[src/rtl/time_of_day_counter.sv]
`default_nettype none
// ============================================================================
// Module      : time_of_day_counter
// Description : BCD HH:MM:SS time-of-day counter advanced by a clk-synchronous
//               1 s square wave, with load/validate, run/hold and strobes.
// Revision    : 1.0 - initial release
// ============================================================================
module time_of_day_counter #(
  parameter int HOUR_MODULO = 24,
  parameter int BOTH_EDGES  = 1
) (
  input  logic       clk,
  input  logic       rst_n,
  input  logic       sec_in,
  input  logic       run,
  input  logic       load,
  input  logic [7:0] load_hh,
  input  logic [7:0] load_mm,
  input  logic [7:0] load_ss,
  output logic [7:0] hh_bcd,
  output logic [7:0] mm_bcd,
  output logic [7:0] ss_bcd,
  output logic       sec_pulse,
  output logic       min_rollover,
  output logic       day_rollover,
  output logic       load_err
);

  localparam int         c_HH_LAST     = HOUR_MODULO - 1;
  localparam logic [7:0] c_HH_LAST_BCD = {4'(c_HH_LAST / 10), 4'(c_HH_LAST % 10)};
  localparam logic [7:0] c_HOUR_MOD    = 8'(HOUR_MODULO);

  logic       r_sec_d;
  logic       r_armed;
  logic [7:0] r_hh;
  logic [7:0] r_mm;
  logic [7:0] r_ss;
  logic       r_sec_pulse;
  logic       r_min_rollover;
  logic       r_day_rollover;
  logic       r_load_err;

  logic       w_edge;
  logic       w_tick;
  logic [7:0] w_hh_dec;
  logic       w_digits_ok;
  logic       w_load_ok;
  logic       w_ss_wrap;
  logic       w_mm_wrap;
  logic       w_hh_wrap;

  function automatic logic [7:0] bcd_inc(input logic [7:0] v);
    if (v[3:0] == 4'd9) return {v[7:4] + 4'd1, 4'd0};
    else                return {v[7:4], v[3:0] + 4'd1};
  endfunction

  generate
    if (BOTH_EDGES != 0) begin : g_both_edges
      assign w_edge = sec_in ^ r_sec_d;
    end else begin : g_rising_edge
      assign w_edge = sec_in & ~r_sec_d;
    end
  endgenerate

  // armed stays low for the first cycle out of reset so a high sec_in is not a tick
  assign w_tick = r_armed & w_edge;

  // hours tens*10 + units built from shifts to stay in BCD-only datapath
  assign w_hh_dec = {1'b0, load_hh[7:4], 3'b000}
                  + {3'b000, load_hh[7:4], 1'b0}
                  + {4'b0000, load_hh[3:0]};

  assign w_digits_ok = (load_hh[7:4] <= 4'd9) && (load_hh[3:0] <= 4'd9) &&
                       (load_mm[7:4] <= 4'd9) && (load_mm[3:0] <= 4'd9) &&
                       (load_ss[7:4] <= 4'd9) && (load_ss[3:0] <= 4'd9);

  assign w_load_ok = w_digits_ok &&
                     (load_ss[7:4] <= 4'd5) &&
                     (load_mm[7:4] <= 4'd5) &&
                     (w_hh_dec < c_HOUR_MOD);

  assign w_ss_wrap = (r_ss == 8'h59);
  assign w_mm_wrap = (r_mm == 8'h59);
  assign w_hh_wrap = (r_hh == c_HH_LAST_BCD);

  always_ff @(posedge clk or negedge rst_n) begin
    if (!rst_n) begin
      r_sec_d        <= 1'b0;
      r_armed        <= 1'b0;
      r_hh           <= 8'h00;
      r_mm           <= 8'h00;
      r_ss           <= 8'h00;
      r_sec_pulse    <= 1'b0;
      r_min_rollover <= 1'b0;
      r_day_rollover <= 1'b0;
      r_load_err     <= 1'b0;
    end else begin
      r_sec_d        <= sec_in;
      r_armed        <= 1'b1;
      r_sec_pulse    <= 1'b0;
      r_min_rollover <= 1'b0;
      r_day_rollover <= 1'b0;
      r_load_err     <= 1'b0;
      // load wins; a coincident tick is consumed and lost
      if (load) begin
        if (w_load_ok) begin
          r_hh <= load_hh;
          r_mm <= load_mm;
          r_ss <= load_ss;
        end else begin
          r_load_err <= 1'b1;
        end
      end else if (w_tick && run) begin
        r_sec_pulse <= 1'b1;
        r_ss        <= w_ss_wrap ? 8'h00 : bcd_inc(r_ss);
        if (w_ss_wrap) begin
          r_min_rollover <= 1'b1;
          r_mm           <= w_mm_wrap ? 8'h00 : bcd_inc(r_mm);
          if (w_mm_wrap) begin
            r_hh           <= w_hh_wrap ? 8'h00 : bcd_inc(r_hh);
            r_day_rollover <= w_hh_wrap;
          end
        end
      end
    end
  end

  assign hh_bcd       = r_hh;
  assign mm_bcd       = r_mm;
  assign ss_bcd       = r_ss;
  assign sec_pulse    = r_sec_pulse;
  assign min_rollover = r_min_rollover;
  assign day_rollover = r_day_rollover;
  assign load_err     = r_load_err;

endmodule
`default_nettype wire
[config.mk]
export PLATFORM = sky130hd
export DESIGN_NAME = time_of_day_counter
export DESIGN_NICKNAME = d
export VERILOG_FILES = /design/src/rtl/time_of_day_counter.sv
export SDC_FILE = /design/constraint.sdc
export NUM_CORES = 1
export LEC_CHECK = 0
export ABC_AREA = 1
export BUFFER_PORTS_ARGS = -buffer_cell sky130_fd_sc_hd__buf_2
export CAP_MARGIN = 5
export CELL_PAD_IN_SITES_DETAIL_PLACEMENT = 0
export CELL_PAD_IN_SITES_GLOBAL_PLACEMENT = 2
export CORE_MARGIN = 4
export CORE_UTILIZATION = 29
export CTS_CLUSTER_SIZE = 40
export DETAILED_ROUTE_END_ITERATION = 6
export GPL_ROUTABILITY_DRIVEN = 0
export MAX_ROUTING_LAYER = met4
export PLACE_DENSITY = 0.86
export SYNTH_ARGS = -nofsm -noshare
export SYNTH_HDL_FRONTEND = slang
export SYNTH_SLANG_ARGS = --single-unit
[constraint.sdc]
create_clock -name clk -period 1.88 [get_ports clk]
set_input_delay 0.376 -clock clk [delete_from_list [all_inputs] [get_ports clk]]
set_output_delay 0.376 -clock clk [all_outputs]
set_load 0.05 [all_outputs]
### After elaboration in Yosys (flattened, before gate mapping)

Cells that the tools add are included.
Widths: inputs -> output; s select.

| storage, ports and cells | value |
|---|---|
| ROM bits | 0 |
| output and inout bits | 28 |
| bits in latches | 0 |
| flip-flop bits (word level) | 30 |
| memory bits (writable) | 0 |
| memories kept | 0 |
| bits of input ports | 29 |

| operators by class | value |
|---|---|
| bitwise gates (word level) | 2 |
| eq/ne operators | 7 |
| reductions and logical operators | 21 |
| add/subtract/negate cells | 8 |
| shifts and indexed selects | 0 |
| divide/modulo/power cells | 0 |
| magnitude comparators | 9 |
| $mul | 0 |
| mux-type cells | 29 |

Operator list:

| operator | count |
|---|---|
| $mux 8 | 18 |
| $add 4x1->4 const B | 6 |
| $le 4x4->1 const B | 6 |
| $eq 8x7->1 const B | 2 |
| $eq 4x4->1 const B | 3 |
| $mux 1 | 11 |
| $logic_and 1x1->1 | 9 |
| $reduce_bool 3->1 | 3 |
| $add 7x5->8 | 1 |
| $add 8x4->8 | 1 |
| $eq 8x6->1 const B | 1 |
| $le 4x3->1 const B | 2 |
| $lt 8x5->1 const B | 1 |
| $reduce_and 4->1 | 2 |
| $reduce_and 3->1 | 2 |
| $reduce_bool 2->1 | 3 |
| $reduce_and 5->1 | 1 |
| $ne 2x1->1 const B | 1 |
| $reduce_and 2->1 | 1 |
| $and 1x1->1 | 1 |
| $xor 1x1->1 | 1 |

### Longest topological paths before layout

Gate-level depths: netlist of run 1.

| logic depth | value |
|---|---|
| word-level depth | 11 |
| mapped depth | 16 |
| mapped depth without buffers | 15 |

### Least setup slack after synthesis of run 1

Ideal clock, no wire load.

| path | value |
|---|---|
| path kind | input port to flip-flop |
| from | in load_hh[3] |
| to | reg r_mm[2] (netlist: mm_bcd[2]) |
| slack | -572 ps |
| path buffers | 1 |
| required time | 1,757 ps |
| arrival time | 2,329 ps |
| stages | 13 |
| cells stage by stage | inv_1 fa_1 fa_1 nor2_1 nor2_1 nand2_1 nor2_2 nand4_2 nand2_2 buf_6 nand2_4 nand2_1 o21ai_2 |

| between the ends | value |
|---|---|
| cells in the longest elaborated chain, start to end | 11 |
| elaborated cells between the ends (all ways) | 13 |

Ends and longest elaborated chain:

| what | RTL line | RTL |
|---|---|---|
| start, declared | 17 | `input logic [7:0] load_hh,` |
| parallel branches: the longest is 8 deep, another holds $add 8x4->8 | -- |  |
| $logic_and 1x1->1 * | 79 | `(load_mm[7:4] <= 4'd5) &&` |
| $ne 2x1->1 (no source line) * | -- |  |
| $reduce_and 3->1 (no source line) * | -- |  |
| end signal, assigned | 108 | `r_mm <= load_mm;` |
| end signal, assigned | 118 | `r_mm <= w_mm_wrap ? 8'h00 : bcd_inc(r_mm);` |
| end, declared | 36 | `logic [7:0] r_mm;` |

Every way passes the cells marked *.
A chain may end at the register's enable or synchronous reset.

### Final worst setup path of run 1

Same ends and word-level chain as after synthesis.

==> flow_metrics.tcl, run 1 <==
set metrics [dict create \
    seq_area_frac_synth 0.347 \
    via_per_inst 4.53 \
    cp_cell_sequence "buf_6, inv_4, fa_1, fa_1, nor2_1, nor2_1, nand2_1, nor2_2, nand4_2, nand2_4, buf_12, nand2_4, nand2_2, o21ai_2" \
    post-place-ws_ns -0.829 \
    period_minus_slack_ns 2.28 \
    mostFrequentLayoutCell "nand2_1" \
    slew_violations 0 \
    powerDensity_mw_per_mm2 928 \
    core_area_mm2 0.00725 \
    start_util 0.298 \
    grt-ovfl-total 0 \
    n_antenna_cell 0 \
    cp_top_family "adder cells" \
    status "finished with violations" \
    rsz0062_at_grt "yes" \
    area_growth_pct 33.8 \
    max_cap_violations 0 \
    worst_pin_slew_ns 0.709 \
    place_hpwl_mm 4.46 \
    path_class "input pin to flip-flop" \
    synth_top_area_cell "dfrtp_1" \
    grt_max_degree 31 \
    route.vias.total 2083 \
    die_w_um 94.3 \
    p_leak_nw 1.52 \
    fin_crit_sh 1.21 \
    synth_nets 331 \
    synth_warnings 0 \
    dieArea_mm2 0.00890 \
    io_pins 57 \
    clk_pin_slew_ns 0.06 \
    netlist_top_cells_area "dfrtp_1 (35%), nand2_1 (12%), ha_1 (9.8%)" \
    violations "setup timing" \
    cts_num_sinks 30 \
    final.setup.tns_ns -8.55 \
    crit_path_max_fanout 7 \
    slowest_stage "fa_1" \
    htreeDepth 2 \
    drc 0 \
    cpPeakStageDelay_ns 0.53 \
    drive_above_1_share 0.319 \
    hold_path_class "input pin to asynchronous set/reset pin" \
    cp-end-kind "flip-flop" \
    grt_pass1_wl_mm 9.91 \
    synth_cell_types 34 \
    track_usage 0.145 \
    clk_path_buf_depth 2 \
    cp.required_ns 2.05 \
    antenna_found_initial 0 \
    skew_ns 0.00590 \
    fp-row-count 31 \
    first_iter_violations 69 \
    layout_common_cells "nand2_1 (63), buf_2 (53), dfrtp_1 (30), inv_1 (29), nor2_1 (25)" \
    synth_area_per_cell_um2 7.64 \
    grt_pass1_vias 2052 \
    syn_inst 283 \
    wl_per_cell_um 12.9 \
    drt_pass1_iterations 4 \
    finalSetupViolations 25 \
    p_total_mw 2.68 \
    cts_made_buffers 5 \
    setup_slack_ns -0.397 \
    syn_area_mm2 0.00216 \
    totalWireLength_mm 5.91 \
    synth_top_area_frac 0.347 \
    crit_arrival_ns 2.45 \
    final_hold_viol_count 0 \
    startpoint_type "input pin" \
    cts_tree "done" \
    final_antenna_net_count 0 \
    fmax_mhz 439 \
    whs_ns 0.143 \
    ys_ff_latch 30 \
    cp_num_buf_inv 3 \
    nNetsFinal 410 \
    slew_headroom 0.527 \
    insertion_delay_ns 0.28 \
    irDropWorstVdd_mv 0.448 \
    die_y_um 94.3 \
    post-route-util 0.399 \
    cts_root_buffer "clkbuf_8" \
    io_buffer_count 56 \
]
## cell usage after synthesis
cell and count:
conb_1 1, inv_1 33, nand4_2 1, nor3_1 4, inv_2 4, fa_1 2
nand2_4 1, o21ai_0 22, nor2_1 25, xor2_1 7, nand3b_1 1, o21ai_2 2
or2_2 1, nand4_1 10, buf_4 3, a21oi_1 6, clkbuf_1 2, or2_1 1
nor2_2 4, a32oi_1 1, nand3_1 16, o31ai_1 1, nand2_1 70, nor4_1 1
nand3_2 1, inv_4 1, nand2_2 2, ha_1 17, a22oi_1 4, o22ai_1 1
dfrtp_1 30, nand3_4 2, buf_6 1, xnor2_1 5
## state kept, by name, summed over array words and instances, names as in the netlist
register / cells
day_rollover: 1
hh_bcd: 8
load_err: 1
min_rollover: 1
mm_bcd: 8
r_armed: 1
r_sec_d: 1
sec_pulse: 1
ss_bcd: 8
## what timing repair did
item	4_1_cts	5_1_grt
endpoints found under the hold margin	0	0
pin swaps	13	2
setup endpoints to repair	25	25
resized for setup	14	4
cloned	1	0
buffers inserted	3	0
hold buffers	0	0
## cells by family (layout without fill, tap and decap cells)
kind of cell	Yosys count	count (layout)	synth area share
adder cells (fa/ha/maj)	19	19	0.117
flip-flops	30	30	0.347
XOR/XNOR	12	12	0.0486
buffers and inverters	44	122	0.0863
other	1	1	0.00174
AO/OA/AOI/OAI	37	37	0.0973
AND/OR/NAND/NOR	140	140	0.302
## per-layer routing
layer / part of all wire / global-route usage / vias up
li1: - / - / 1074
met1: 0.46 / 0.185 / 957
met2: 0.48 / 0.230 / 45
met3: 0.052 / 0.0329 / 7
met4: 0.012 / 0.0409 / 0
met5: 0 / - / -
## through the flow
step                      instances  cell area (µm²)
after floorplan                 283             2170
after global placement          451             2690
after detailed placement        451             2690
after CTS                       460             2880
after global routing            460             2890
final                           460             2890
## final timing paths
check                           startpoint   endpoint  slack (ns)  depth (start not counted)
worst max-delay path            load_hh[3]  mm_bcd[2]       -0.40                         14
worst min-delay path                 rst_n  hh_bcd[2]        0.14                          1
worst max register to register   mm_bcd[1]  mm_bcd[1]        0.19                         10
worst min register to register   mm_bcd[7]  mm_bcd[7]        0.52                          2
max in group asynchronous            rst_n   load_err        1.29                          1
min in group clk                    sec_in    r_sec_d        0.22                          1
## where the power goes
| group | internal, mW | switching (mW) |
|---|---|---|
| logic | 0.368 | 0.843 |
| registers | 0.774 | 0.176 |
| clock network | 0.282 | 0.241 |
| total | 1.42 | 1.26 |
## worst reg2reg max path: cells and delay by family, from the launching register on
kind,cells,cell delay [ns]
AO/OA/AOI/OAI,1,0.19
buffers and inverters,3,0.35
flip-flops,1,0.44
AND/OR/NAND/NOR,5,0.47
adder cells (fa/ha/maj),1,0.18
## final cells by class
cell class	instances	area, µm²
flip-flops and latches	30	751
fillers	801	4360
well taps	99	124
clock buffers	6	82.6
repair buffers	78	513
inverters	38	158
multi-input cells	209	1260
No activity file was read; power rests on OpenSTA's default activity.
==> run 2, diff against run 1 <==
--- a/config.mk
+++ b/config.mk
@@ -6,5 +6,4 @@
 export NUM_CORES = 1
 export LEC_CHECK = 0
-export ABC_AREA = 1
 export BUFFER_PORTS_ARGS = -buffer_cell sky130_fd_sc_hd__buf_2
 export CAP_MARGIN = 5
@@ -12,10 +11,10 @@
 export CELL_PAD_IN_SITES_GLOBAL_PLACEMENT = 2
 export CORE_MARGIN = 4
-export CORE_UTILIZATION = 29
+export CORE_UTILIZATION = 31
 export CTS_CLUSTER_SIZE = 40
 export DETAILED_ROUTE_END_ITERATION = 6
 export GPL_ROUTABILITY_DRIVEN = 0
 export MAX_ROUTING_LAYER = met4
-export PLACE_DENSITY = 0.86
+export PLACE_DENSITY = 0.87
 export SYNTH_ARGS = -nofsm -noshare
 export SYNTH_HDL_FRONTEND = slang
==> constraint.sdc (replaced) <==
create_clock -name clk -period 1.88 [get_ports clk]
set_input_delay 0.282 -clock clk [delete_from_list [all_inputs] [get_ports clk]]
set_output_delay 0.282 -clock clk [all_outputs]
set_load 0.05 [all_outputs]
==> flow_metrics.tcl, run 2 <==
set metrics [dict create \
    p_comb_frac 0.449 \
    p_switching_mw 1.18 \
    cts_num_sinks 30 \
    crit_path_max_fanout 3 \
    p_total_mw 3.03 \
    crit_arrival_ns 2.78 \
    antenna_found_initial 0 \
    slew_violations 0 \
    cp-end-kind "flip-flop" \
    synth_warnings 0 \
    htreeDepth 2 \
    core_area_mm2 0.00649 \
    n_antenna_cell 0 \
    ys.flop_type "dfrtp_1" \
    final_antenna_net_count 0 \
    post-synth-top-count-cell "dfrtp_1" \
    synth_top_area_cell "dfrtp_1" \
    die_w_um 90.8 \
    max_cap_violations 0 \
    clk_pin_slew_ns 0.08 \
    synth_top_area_frac 0.353 \
    syn_area_mm2 0.00212 \
    start_util 0.327 \
    slowest_stage "fa_1" \
    fin_crit_sh 1.39 \
    skew_ns 0.0121 \
    hold_path_class "input pin to asynchronous set/reset pin" \
    synth_common_cells "dfrtp_1 (30), nand2_1 (24), inv_1 (19)" \
    dieArea_mm2 0.00824 \
    seq_power_share 0.276 \
    route.vias.total 2338 \
    cts_tree "done" \
    cpPeakStageDelay_ns 0.57 \
    seq_area_frac_synth 0.353 \
    clk_path_buf_depth 2 \
    drt_pass1_iterations 4 \
    syn_inst 237 \
    track_usage 0.172 \
    io_pins 57 \
    slew_headroom 0.512 \
    io_buffer_count 56 \
    grt-ovfl-total 0 \
    totalWireLength_mm 7.10 \
    mostFrequentLayoutCell "buf_4" \
    wl_per_cell_um 16.2 \
    via_per_inst 5.33 \
    final_hold_viol_count 0 \
    insertion_delay_ns 0.29 \
    cp_cell_sequence "buf_6, inv_4, fa_2, fa_1, nand3b_1, o311ai_4, or4_4, a21oi_4, mux2_4" \
    synth_edf_count 0 \
    final.setup.tns_ns -15.85 \
    drive_above_1_share 0.486 \
    cts_made_buffers 5 \
    status "finished with violations" \
    synth_nets 285 \
    post-place-ws_ns -1.21 \
    area_growth_pct 59.7 \
    placedCellCount 424 \
    fp-row-count 29 \
    grt_pass1_vias 2400 \
    place_hpwl_mm 5.26 \
    first_iter_violations 67 \
    irDropWorstVdd_mv 0.426 \
    swShare 0.390 \
    synth_area_per_cell_um2 8.96 \
    die_y_um 90.8 \
    powerDensity_mw_per_mm2 893 \
    path_class "input pin to flip-flop" \
    startpoint_type "input pin" \
    drc 0 \
    cts_root_buffer "clkbuf_8" \
    synth_cell_types 48 \
    ys_ff_latch 30 \
    grt_max_degree 31 \
    fin_cells 439 \
    netlist_top_cells_area "dfrtp_1 (35%), ha_1 (10%), mux2_2 (4.2%)" \
    async_reset_ff_frac 1.00 \
    fill_cells 635 \
    p_leak_nw 1.71 \
    nNetsFinal 409 \
    power.internal_mw 1.85 \
    finalSetupViolations 25 \
    worst_pin_slew_ns 0.733 \
    cp.required_ns 2.05 \
    setup_slack_ns -0.732 \
    fmax_mhz 383 \
    period_minus_slack_ns 2.61 \
    layout_common_cells "buf_4 (64), buf_2 (53), dfrtp_1 (30), nand2_1 (23), ha_1 (17)" \
    post-route-util 0.522 \
    grt_pass1_wl_mm 11.3 \
    rsz0062_at_grt "yes" \
    clkPwrFrac 0.275 \
    violations "setup timing" \
    rrSetupSlack_ns -0.24 \
    hold_buffers 0 \
]
run 2: logic make-up after synthesis:
kind of cell / after synthesis / share of synthesized area
buf+inv: 29 / 0.0524
fa+ha+maj: 19 / 0.119
xor+xnor: 3 / 0.0124
mux: 10 / 0.0518
simple gates: 83 / 0.209
compound gates: 62 / 0.200
flops: 30 / 0.353
other cells: 1 / 0.00177
run 2: area by class of cell:
| cell class | instances | area [µm²] | area share |
|---|---|---|---|
| clock buffer | 6 | 82.6 | 0.0243 |
| clock inverter | 2 | 60.1 | 0.0177 |
| inverter | 19 | 88.8 | 0.0262 |
| multi-input combinational | 178 | 1450 | 0.427 |
| sequential | 30 | 751 | 0.221 |
| tap | 77 | 96.3 | 0.0284 |
| timing repair buffer | 127 | 866 | 0.255 |
run 2: what timing repair did:
item,CTS,global route
buffers inserted,1,7
endpoints found under the setup margin,25,25
resized for setup,11,43
endpoints found under the hold margin,0,0
pin swaps,6,13
run 2: path summary, 6_finish.rpt:
| check | start | to | cells past startpoint |
|---|---|---|---|
| hold / removal | rst_n | hh_bcd[3] | 1 |
| setup reg to reg | mm_bcd[1] | hh_bcd[4] | 9 |
| min in group clk | sec_in | r_sec_d | 1 |
| max in group asynchronous | rst_n | ss_bcd[0] | 1 |
| hold reg to reg | mm_bcd[7] | mm_bcd[7] | 1 |
| setup / recovery | load_hh[6] | mm_bcd[0] | 9 |
run 2: power by group through the flow:
stage	sequential [mW]	clock, mW	combinational, mW
2_1_floorplan	1.25	0	0.373
3_3_place_gp	0.835	0	1.24
3_5_place_dp	0.842	0	1.26
5_1_grt	0.848	0.868	1.46
4_1_cts	0.830	0.845	1.28
6_report	0.835	0.834	1.36
run 2: per-layer routing:
metal | GRT usage | vias to the layer above | routed length [µm]
met2 | 0.285 | 88 | 3390
met3 | 0.0308 | 15 | 345
met1 | 0.217 | 1118 | 3190
met4 | 0.0415 | 0 | 178
met5 | - | - | 0
li1 | - | 1117 | -
run 2: metrics by stage:
| stage | instance area, µm² | hold slack, ns |
|---|---|---|
| floorplan | 2150 | -0.0136 |
| global placement | 2960 | 0.379 |
| detailed placement | 2960 | 0.382 |
| CTS | 3160 | 0.0702 |
| global route | 3390 | 0.105 |
| finish | 3390 | 0.0444 |
run 2: worst max-delay path: cells and delay by family:
family	cells	cell delay, ns
multiplexers	1	0.32
adder cells (fa/ha/maj)	2	1.02
AO/OA/AOI/OAI	2	0.33
buffers and inverters	2	0.14
AND/OR/NAND/NOR	2	0.68
